[src/rtl/delay_arbiter_pkg.sv]
// Shared encodings for the delay arbiter: unit selects, FSM states, defaults
// and the time-base strobe mux.
package delay_arb_pkg;

    localparam int NUM_REQ_DEF = 4;
    localparam int CNT_W_DEF   = 10;

    typedef enum logic [1:0] {
        UNIT_US  = 2'd0,
        UNIT_MS  = 2'd1,
        UNIT_S   = 2'd2,
        UNIT_CLK = 2'd3
    } unit_e;

    typedef enum logic [1:0] {
        ST_IDLE = 2'd0,
        ST_RUN  = 2'd1,
        ST_DONE = 2'd2
    } state_e;

    // Raw-cycle unit counts every clock, so its strobe is constant 1.
    function automatic logic sel_tick(input unit_e unit, input logic t_us,
                                      input logic t_ms, input logic t_s);
        case (unit)
            UNIT_US: return t_us;
            UNIT_MS: return t_ms;
            UNIT_S:  return t_s;
            default: return 1'b1;
        endcase
    endfunction

endpackage

[src/rtl/delay_arbiter_if.sv]
// Requester-side bundle of the delay arbiter: per-requester request, unit and
// count in; grant, done pulse and debug status out.
interface delay_arbiter_if
    import delay_arb_pkg::*;
#(
    parameter int NUM_REQ = NUM_REQ_DEF,
    parameter int CNT_W   = CNT_W_DEF
);
    logic [NUM_REQ-1:0]                 req;
    logic [NUM_REQ-1:0][1:0]            req_unit;
    logic [NUM_REQ-1:0][CNT_W-1:0]      req_cnt;
    logic [NUM_REQ-1:0]                 gnt;
    logic [NUM_REQ-1:0]                 done;
    logic                               busy;
    logic [CNT_W-1:0]                   remaining;

    modport master (output req, req_unit, req_cnt,
                    input  gnt, done, busy, remaining);
    modport slave  (input  req, req_unit, req_cnt,
                    output gnt, done, busy, remaining);
endinterface

[src/rtl/delay_arbiter_rr_arbiter.sv]
// Round-robin picker: combinational one-hot winner searched upward from ptr,
// ptr advances past the winner whenever a grant is taken.
module rr_arbiter
    import delay_arb_pkg::*;
#(
    parameter int  NUM_REQ = NUM_REQ_DEF,
    localparam int IDX_W   = $clog2(NUM_REQ)
) (
    input  logic               clk_main,
    input  logic               rst_n,
    input  logic [NUM_REQ-1:0] i_req,
    input  logic               i_gnt_en,
    output logic [NUM_REQ-1:0] o_pick,
    output logic [IDX_W-1:0]   o_idx,
    output logic               o_valid
);
    logic [IDX_W-1:0] r_ptr;
    logic [IDX_W-1:0] w_cand;

    always_comb begin
        o_valid = 1'b0;
        o_idx   = '0;
        o_pick  = '0;
        w_cand  = '0;
        for (int i = 0; i < NUM_REQ; i++) begin
            w_cand = IDX_W'((int'(r_ptr) + i) % NUM_REQ);
            if (!o_valid && i_req[w_cand]) begin
                o_valid = 1'b1;
                o_idx   = w_cand;
            end
        end
        o_pick[o_idx] = o_valid;
    end

    always_ff @(posedge clk_main) begin
        if (!rst_n)
            r_ptr <= '0;
        else if (i_gnt_en && o_valid)
            r_ptr <= (o_idx == IDX_W'(NUM_REQ - 1)) ? '0 : o_idx + 1'b1;
    end

endmodule

[src/rtl/delay_arbiter.sv]
// Shared programmable countdown timer: one owner at a time counts us/ms/s
// strobes or raw clocks, then gets a one-cycle done pulse.
module delay_arbiter
    import delay_arb_pkg::*;
#(
    parameter int NUM_REQ = NUM_REQ_DEF,
    parameter int CNT_W   = CNT_W_DEF
) (
    input  logic          clk_main,
    input  logic          rst_n,
    input  logic          i_tick_1us,
    input  logic          i_tick_1ms,
    input  logic          i_tick_1s,
    delay_arbiter_if.slave arb_bus
);
    localparam int IDX_W = $clog2(NUM_REQ);

    state_e               r_state;
    unit_e                r_unit;
    logic [CNT_W-1:0]     r_remaining;
    logic [NUM_REQ-1:0]   r_gnt;
    logic [NUM_REQ-1:0]   r_done;
    logic                 r_busy;
    logic [IDX_W-1:0]     r_owner;

    logic [NUM_REQ-1:0]   w_pick;
    logic [IDX_W-1:0]     w_idx;
    logic                 w_valid;
    logic                 w_gnt_en;
    logic                 w_strobe;
    logic                 w_cancel;

    assign w_gnt_en = (r_state == ST_IDLE);
    assign w_strobe = sel_tick(r_unit, i_tick_1us, i_tick_1ms, i_tick_1s);
    assign w_cancel = !arb_bus.req[r_owner];

    rr_arbiter #(.NUM_REQ(NUM_REQ)) u_rr (
        .clk_main (clk_main),
        .rst_n    (rst_n),
        .i_req    (arb_bus.req),
        .i_gnt_en (w_gnt_en),
        .o_pick   (w_pick),
        .o_idx    (w_idx),
        .o_valid  (w_valid)
    );

    always_ff @(posedge clk_main) begin
        if (!rst_n) begin
            r_state     <= ST_IDLE;
            r_unit      <= UNIT_US;
            r_remaining <= '0;
            r_gnt       <= '0;
            r_done      <= '0;
            r_busy      <= 1'b0;
            r_owner     <= '0;
        end else begin
            r_done <= '0;
            case (r_state)
                ST_IDLE: begin
                    if (w_valid) begin
                        r_unit      <= unit_e'(arb_bus.req_unit[w_idx]);
                        r_remaining <= arb_bus.req_cnt[w_idx];
                        r_gnt       <= w_pick;
                        r_owner     <= w_idx;
                        r_busy      <= 1'b1;
                        // Zero count skips RUN; done rides with the grant.
                        if (arb_bus.req_cnt[w_idx] == '0) begin
                            r_state <= ST_DONE;
                            r_done  <= w_pick;
                        end else begin
                            r_state <= ST_RUN;
                        end
                    end
                end
                ST_RUN: begin
                    // Cancel outranks a tick landing in the same cycle.
                    if (w_cancel) begin
                        r_state     <= ST_IDLE;
                        r_gnt       <= '0;
                        r_remaining <= '0;
                        r_busy      <= 1'b0;
                    end else if (w_strobe) begin
                        r_remaining <= r_remaining - 1'b1;
                        if (r_remaining == CNT_W'(1)) begin
                            r_state <= ST_DONE;
                            r_done  <= r_gnt;
                        end
                    end
                end
                ST_DONE: begin
                    r_state <= ST_IDLE;
                    r_gnt   <= '0;
                    r_busy  <= 1'b0;
                end
                default: r_state <= ST_IDLE;
            endcase
        end
    end

    assign arb_bus.gnt       = r_gnt;
    assign arb_bus.done      = r_done;
    assign arb_bus.busy      = r_busy;
    assign arb_bus.remaining = r_remaining;

endmodule

[src/flat_wrapper.sv]
// flat-port wrapper written by rule: the top's interface ports become plain ports
module delay_arbiter_flat import delay_arb_pkg::*;
#(
    parameter int NUM_REQ = NUM_REQ_DEF,
    parameter int CNT_W   = CNT_W_DEF
)
  (clk_main, rst_n, i_tick_1us, i_tick_1ms, i_tick_1s, arb_bus_req, arb_bus_req_unit, arb_bus_req_cnt, arb_bus_gnt, arb_bus_done, arb_bus_busy, arb_bus_remaining);
  delay_arbiter_if #(.NUM_REQ(NUM_REQ), .CNT_W(CNT_W)) arb_bus_i ();
  input  logic clk_main;
  input  logic rst_n;
  input  logic i_tick_1us;
  input  logic i_tick_1ms;
  input  logic i_tick_1s;
  input wire logic [$bits(arb_bus_i.req)-1:0] arb_bus_req;
  input wire logic [$bits(arb_bus_i.req_unit)-1:0] arb_bus_req_unit;
  input wire logic [$bits(arb_bus_i.req_cnt)-1:0] arb_bus_req_cnt;
  output wire logic [$bits(arb_bus_i.gnt)-1:0] arb_bus_gnt;
  output wire logic [$bits(arb_bus_i.done)-1:0] arb_bus_done;
  output wire logic [$bits(arb_bus_i.busy)-1:0] arb_bus_busy;
  output wire logic [$bits(arb_bus_i.remaining)-1:0] arb_bus_remaining;
  assign arb_bus_i.req = arb_bus_req;
  assign arb_bus_i.req_unit = arb_bus_req_unit;
  assign arb_bus_i.req_cnt = arb_bus_req_cnt;
  assign arb_bus_gnt = arb_bus_i.gnt;
  assign arb_bus_done = arb_bus_i.done;
  assign arb_bus_busy = arb_bus_i.busy;
  assign arb_bus_remaining = arb_bus_i.remaining;
  delay_arbiter #(.NUM_REQ(NUM_REQ), .CNT_W(CNT_W)) u_core (.clk_main(clk_main), .rst_n(rst_n), .i_tick_1us(i_tick_1us), .i_tick_1ms(i_tick_1ms), .i_tick_1s(i_tick_1s), .arb_bus(arb_bus_i));
endmodule
[config.mk]
export PLATFORM = sky130hd
export DESIGN_NAME = delay_arbiter_flat
export DESIGN_NICKNAME = d
export VERILOG_FILES = /design/src/rtl/delay_arbiter_pkg.sv /design/src/rtl/delay_arbiter_if.sv /design/src/rtl/delay_arbiter_rr_arbiter.sv /design/src/rtl/delay_arbiter.sv /design/src/flat_wrapper.sv
export SDC_FILE = /design/constraint.sdc
export NUM_CORES = 1
export LEC_CHECK = 0
export BUFFER_PORTS_ARGS = -buffer_cell sky130_fd_sc_hd__buf_2
export CAP_MARGIN = 10
export CORE_MARGIN = 3
export CORE_UTILIZATION = 49
export DETAILED_ROUTE_END_ITERATION = 10
export GPL_TIMING_DRIVEN = 0
export PLACE_DENSITY = 0.9
export RECOVER_POWER = 100
export SYNTH_ARGS = -nofsm -noshare
export SYNTH_HDL_FRONTEND = slang
export SYNTH_HIERARCHICAL = 1
export SYNTH_SLANG_ARGS = --single-unit
[constraint.sdc]
create_clock -name clk_main -period 3.6 [get_ports clk_main]
set_input_delay 0.54 -clock clk_main [delete_from_list [all_inputs] [get_ports clk_main]]
set_output_delay 0.54 -clock clk_main [all_outputs]
set_load 0.05 [all_outputs]
# ---- Word-level counts from Yosys, hierarchy flattened
# Cells that the tools add are included.
dict set report totals {
  in_bits 57
  reg_bits 27
  elab_cells 96
}
dict set report op_classes {
  muxes 48
  bitwise_logic 1
  addsub 5
  n_reduce_logical 17
  n_eq_ne 10
  n_lt_le_gt_ge 7
}
# cell n
set ops {}
lappend ops {{$mux 10} 4}
lappend ops {{$mux 4} 7}
lappend ops {{$mux 2} 11}
lappend ops {{$bmux 10 s2} 1}
lappend ops {{$pmux 10 s2} 1}
lappend ops {{$lt 2x3->1 const B} 6}
lappend ops {{$mux 1} 12}
lappend ops {{$pmux 4 s3} 1}
lappend ops {{$bmux 1 s2} 5}
lappend ops {{$eq 10x1->1 const B} 1}
lappend ops {{$logic_not 10->1} 1}
lappend ops {{$sub 10x1->10 const B} 1}
lappend ops {{$reduce_and 3->1} 3}
lappend ops {{$pmux 4 s2} 1}
lappend ops {{$eq 2x2->1 const B} 3}
lappend ops {{$pmux 1 s3} 2}
lappend ops {{$logic_and 1x1->1} 5}
lappend ops {{$add 2x1->2 const B} 2}
lappend ops {{$add 2x2->2 const B} 2}
lappend ops {{$and 4x4->4} 1}
lappend ops {{$bmux 2 s2} 1}
lappend ops {{$eq 2x1->1 const B} 2}
lappend ops {{$logic_not 2->1} 2}
lappend ops {{$pmux 2 s2} 1}
lappend ops {{other kinds (10)} 12}

# ---- Logic depth before layout (Yosys ltp)
dict set report logic_depth {
  word_depth 20
  depth_mapped 9
  mapped_depth_nobuf 8
}

# ---- Modules after synthesis
# Netlist, hierarchy kept.
# mod seq_area_each_um2 cells_per_inst instances area_per_inst_um2
set modules_own_cells {}
lappend modules_own_cells {delay_arbiter 500.5 182 1 1711.6}
lappend modules_own_cells {rr_arbiter 40.0 28 1 250.2}

# ---- Worst setup path after synthesis
# OpenSTA, ideal clock, no wires.
dict set report synth_timing {
  path_kind {input to register}
  start {in arb_bus_req[0]}
  end {reg u_core.r_done[0], in the netlist u_core/arb_bus.done[0]}
  slack_ns 0.712
  arrival_time_ns 2.828
  path_buffers 1
  cell_stages 9
  path_cell_list {a21oi_1 -> o21a_1 -> o22a_1 -> buf_1 -> mux4_2 -> or4_1 -> nor4_2 -> and4_4 -> a22o_1}
}
dict set report synth_between {
  elab_chain_cells 20
  elab_cells_between_ends 37
}
# element line_no
set synth_lines {}
lappend synth_lines {{start: declaration} flat_wrapper.sv:14} ;# input wire logic [$bits(arb_bus_i.req)-1:0] arb_bus_req;
lappend synth_lines {{$bmux 1 s2} delay_arbiter_rr_arbiter.sv:27} ;# if (!o_valid && i_req[w_cand]) begin
lappend synth_lines {{$mux 1 (implied by the code)} delay_arbiter_rr_arbiter.sv:27}
lappend synth_lines {{$mux 1} delay_arbiter_rr_arbiter.sv:27}
lappend synth_lines {{$logic_not 1->1} delay_arbiter_rr_arbiter.sv:27}
lappend synth_lines {{$logic_and 1x1->1} delay_arbiter_rr_arbiter.sv:27}
lappend synth_lines {{$mux 1} delay_arbiter_rr_arbiter.sv:27}
lappend synth_lines {{$logic_not 1->1} delay_arbiter_rr_arbiter.sv:27}
lappend synth_lines {{$logic_and 1x1->1} delay_arbiter_rr_arbiter.sv:27}
lappend synth_lines {{[... 4 more ...]} -}
lappend synth_lines {{via u_core.w_idx[1]} delay_arbiter.sv:27} ;# logic [IDX_W-1:0] w_idx;
lappend synth_lines {{$lt 2x3->1 (implied by the code) / $ge 2x1->1 (equally long branches)} delay_arbiter_rr_arbiter.sv:32} ;# o_pick[o_idx] = o_valid;
lappend synth_lines {{$logic_and 1x1->1 (implied by the code)} delay_arbiter_rr_arbiter.sv:32}
lappend synth_lines {{$mux 1 (implied by the code)} delay_arbiter_rr_arbiter.sv:32}
lappend synth_lines {{$demux 1 s2} delay_arbiter_rr_arbiter.sv:32}
lappend synth_lines {{$and 4x4->4 (no line)} -}
lappend synth_lines {{$mux 4 *} delay_arbiter.sv:67} ;# if (arb_bus.req_cnt[w_idx] == '0) begin
lappend synth_lines {{$mux 4 *} delay_arbiter.sv:60} ;# if (w_valid) begin
lappend synth_lines {{$pmux 4 s2 *} delay_arbiter.sv:58} ;# case (r_state)
lappend synth_lines {{end signal: assignment} delay_arbiter.sv:69} ;# r_done <= w_pick;
lappend synth_lines {{end signal: assignment} delay_arbiter.sv:86} ;# r_done <= r_gnt;
lappend synth_lines {{end: declaration} delay_arbiter.sv:22} ;# logic [NUM_REQ-1:0] r_done;
# The timed path passes the listed nets; every way through them passes the cells marked *. The select of a mux whose other input is x is not followed.
# A chain may end at the register's enable or synchronous reset.

# ---- Worst setup path after layout
dict set report layout_timing {
  start {reg u_core.u_rr.r_ptr[1]}
  end {reg u_core.r_done[3], in the netlist u_core/arb_bus.done[3]}
}
dict set report layout_between {
  elab_chain_cells 20
  elab_cells_between_ends 37
}
# element line_no
set layout_lines {}
lappend layout_lines {{start: declaration} delay_arbiter_rr_arbiter.sv:17} ;# logic [IDX_W-1:0] r_ptr;
lappend layout_lines {{start signal: assignment} delay_arbiter_rr_arbiter.sv:39} ;# r_ptr <= (o_idx == IDX_W'(NUM_REQ - 1)) ? '0 : o_idx + 1'b1;
lappend layout_lines {{branches (longest 11 deep; another with $add 2x1->2)} -}
lappend layout_lines {{$mux 2 *} delay_arbiter_rr_arbiter.sv:27}
lappend layout_lines {{via u_core.w_idx[0]} delay_arbiter.sv:27}
lappend layout_lines {{$lt 2x3->1 (implied by the code) / $ge 2x1->1 (equally long branches)} delay_arbiter_rr_arbiter.sv:32}
lappend layout_lines {{$logic_and 1x1->1 (implied by the code)} delay_arbiter_rr_arbiter.sv:32}
lappend layout_lines {{$mux 1 (implied by the code)} delay_arbiter_rr_arbiter.sv:32}
lappend layout_lines {{$demux 1 s2} delay_arbiter_rr_arbiter.sv:32}
lappend layout_lines {{$and 4x4->4 (no line)} -}
lappend layout_lines {{$mux 4 *} delay_arbiter.sv:67}
lappend layout_lines {{$mux 4 *} delay_arbiter.sv:60}
lappend layout_lines {{$pmux 4 s2 *} delay_arbiter.sv:58}
# Mark *: on every way through the listed nets, which the timed path passes. The select of a mux whose other input is x is not followed.

==> key figures <==
STA
  • Minimum clock period: 3.288 ns
  • Hold Fails Final Rpt: 0
  • Worst slew pin tran: 0.8122 ns
  • Fin. max-slew vios: 0
  • Final clock skew: 0.004275 ns
  • Relative slew slack: 45.17%
  • Setup violators final: 0
  • Fmax: 0.3041 GHz
  • RSZ-0062 raised after global routing: false
  • Setup TNS: 0 ns
  • Tcrit/Tclk final: 91.33%

Drt
  • Drc violations: 0
  • Initial DRC Count: 199
  • Vias: 2059
  • Vias/cell: 6.110
  • Drt pass-1 iters: 5
  • Drt total wl: 5.301 mm
  • Final antenna-violating net count: 0
  • Wire per inst: 15.73 µm

Synth
  • Yosys reg bits: 27
  • Synth top area share: 27.55%
  • Syn nets: 276
  • Mapped cell area: 1962 µm²
  • Synth warn: 6
  • Number of synthesized flops with an enable pin: 0
  • Cells after synthesis: 210
  • Top post-synthesis cells by count: nand2_1, dfxtp_1, a21boi_1, ha_1
  • Top cells by area, synth: dfxtp_1, mux4_1, mux4_2, nand2_1, ha_1
  • Synthesized area per cell: 9.342 µm²
  • Yosys cell types: 53
  • Count leader, synth: nand2_1
  • Top_reg_cell synth: dfxtp_1
  • Largest area contributor in the netlist: dfxtp_1
  • Async S/R FF share, synth: 0%
  • Sequential element share of the synthesized area: 27.55%

Die
  • Chip Width: 69.28 µm
  • Die ar.: 4799 µm²
  • Ports: 76
  • Die Height: 69.28 µm
  • Core Region: 3771 µm²
  • Starting density of the core: 52.02%
  • Row cnt: 22

Cells and area
  • Multi-input gate area: 1353 µm²
  • Register area: 540.5 µm²
  • # fillers: 318
  • Final Cell Area: 2421 µm²
  • Layout cells sized above 1: 26.64%
  • Antenna cells: 0
  • Area grow syn2layout: 23.41%
  • Nets: 356

Clocking
  • CTS tree: built
  • Clock Latency Late Sink: 0.28 ns
  • # H-tree levels: 1
  • # resized after CTS: 0
  • Setup Fix Bufs, Post-CTS: 0
  • Hold buffers post-CTS: 0
  • Clock Pin Slew Worst Setup and Hold Paths: 0.10 ns
  • CTS Buf Count: 3
  • Clock sink count: 27
  • CTS Buffer Depth: 2
  • Clk root buf: clkbuf_8

Pwr
  • LEAKAGE: 1.010 nW
  • Maximum vdd drop: 0.0003686 V
  • Pwr dens: 706.6 nW/µm²

Critical path
  • Crit end category: flop
  • CP max FO: 10
  • Data required time of the worst path: 3.82 ns
  • CP Launch Type: flop
  • Crit Path Class: reg2reg
  • Worst R2R Path Depth: 8
  • Crit path DAT: 3.51 ns

Placement
  • # port buffers: 75
  • Placed Area: 2397 µm²
  • GP Congestion: 0.9549
  • Dpl hpwl: 4.136 mm

Global routing
  • Vias in the first global route: 1982
  • First-pass GRT wire length: 8.914 mm
  • GRT Util Overall: 21.95%
  • Largest net degree at the start of global routing: 17
  • Initial antenna violation count: 0
  • Total grt overflow: 0

Outcome
  • Status: finished clean

Min path
  • Hold Path Depth: 2
  • Hold WC Path Type: reg2reg

Run
  • Max Cap Viol: 0
==> layer usage <==
metal | GRT usage, % | up-vias | wire length, µm
li1 | - | 986 | -
met2 | 36.23 | 131 | 2479
met1 | 29.21 | 936 | 2243
met4 | 7.158 | 0 | 53
met3 | 3.623 | 6 | 525
met5 | 0 | - | 0
==> layout by cell type (no fill, tap or decap), types with 7 or more instances in the layout <==
| cell | netlist | routed |
|---|---|---|
| mux4_2 | 7 | 7 |
| inv_1 | 7 | 7 |
| buf_2 | 1 | 56 |
| dfxtp_1 | 27 | 27 |
| clkbuf_1 | 5 | 26 |
| ha_1 | 9 | 9 |
| nand3_1 | 8 | 8 |
| a21boi_0 | 2 | 7 |
| o21ai_0 | 8 | 11 |
| nand2_1 | 31 | 31 |
==> sequential cells by signal, indices dropped and copies added, names as in the netlist <==
| register | count |
|---|---|
| u_core/r_owner | 2 |
| u_core/arb_bus.remaining | 10 |
| u_core/r_unit | 2 |
| u_core/arb_bus.busy | 1 |
| u_core/r_state | 2 |
| u_core/arb_bus.done | 4 |
| u_core/u_rr/r_ptr | 2 |
| u_core/arb_bus.gnt | 4 |
==> layout make-up <==
cell class / count / area share (%)
Buffer: 8 / 1.602
Multi-Input combinational cell: 167 / 55.87
Tap cell: 48 / 2.481
Clock inverter: 1 / 0.3101
Clock buffer: 3 / 1.705
Inverter: 8 / 1.240
Sequential cell: 27 / 22.33
Timing Repair Buffer: 75 / 14.47
==> cells by family after synthesis <==
family | share of synthesized area [%]
simple gates | 20.34
compound gates | 25.19
flops | 27.55
buf+inv | 3.507
mux | 17.67
fa+ha+maj | 5.740
==> path summary, 6_finish.rpt <==
kind | from | end | slack (ns)
max | u_core/u_rr/r_ptr[1]$_SDFFE_PN0P_ | u_core/arb_bus.done[3]$_SDFF_PN0_ | 0.31
min | u_core/r_unit[0]$_SDFFE_PN0P_ | u_core/r_unit[0]$_SDFFE_PN0P_ | 0.48
max reg2reg | u_core/u_rr/r_ptr[1]$_SDFFE_PN0P_ | u_core/arb_bus.done[3]$_SDFF_PN0_ | 0.31
min reg2reg | u_core/r_unit[0]$_SDFFE_PN0P_ | u_core/r_unit[0]$_SDFFE_PN0P_ | 0.48
==> critical path, stage by stage (launching register included) <==
cell     delay, ns
dfxtp_1       0.47
mux2i_1       0.22
o221a_1       0.44
buf_6         0.23
mux4_2        0.53
or4_1         0.54
nor4_2        0.32
and4_4        0.32
a22o_1        0.15
==> where the power goes <==
part | total, W | leakage [nW] | switching [W] | internal [W]
logic | 0.00105 | 0.766 | 0.000686 | 0.000366
clock network | 0.000180 | 0.0217 | 0.000101 | 0.0000786
registers | 0.000479 | 0.222 | 0.0000975 | 0.000381
==> per-stage QoR <==
| stage | power, W | utilization [%] | hold WS (ns) | setup WS [ns] | cells |
|---|---|---|---|---|---|
| floorplan | 0.001275 | - | 0.4486 | 0.7120 | 210 |
| global placement | 0.001511 | 63.57 | 0.4531 | 0.1921 | 333 |
| detailed placement | 0.001531 | 63.57 | 0.4560 | 0.1167 | 333 |
| CTS | 0.001717 | 64.86 | 0.4697 | 0.4083 | 337 |
| global route | 0.001829 | 64.20 | 0.5130 | 0.1426 | 337 |
| finish | 0.001711 | 64.20 | 0.4807 | 0.3121 | 337 |
(Power assumes the default switching activity.)
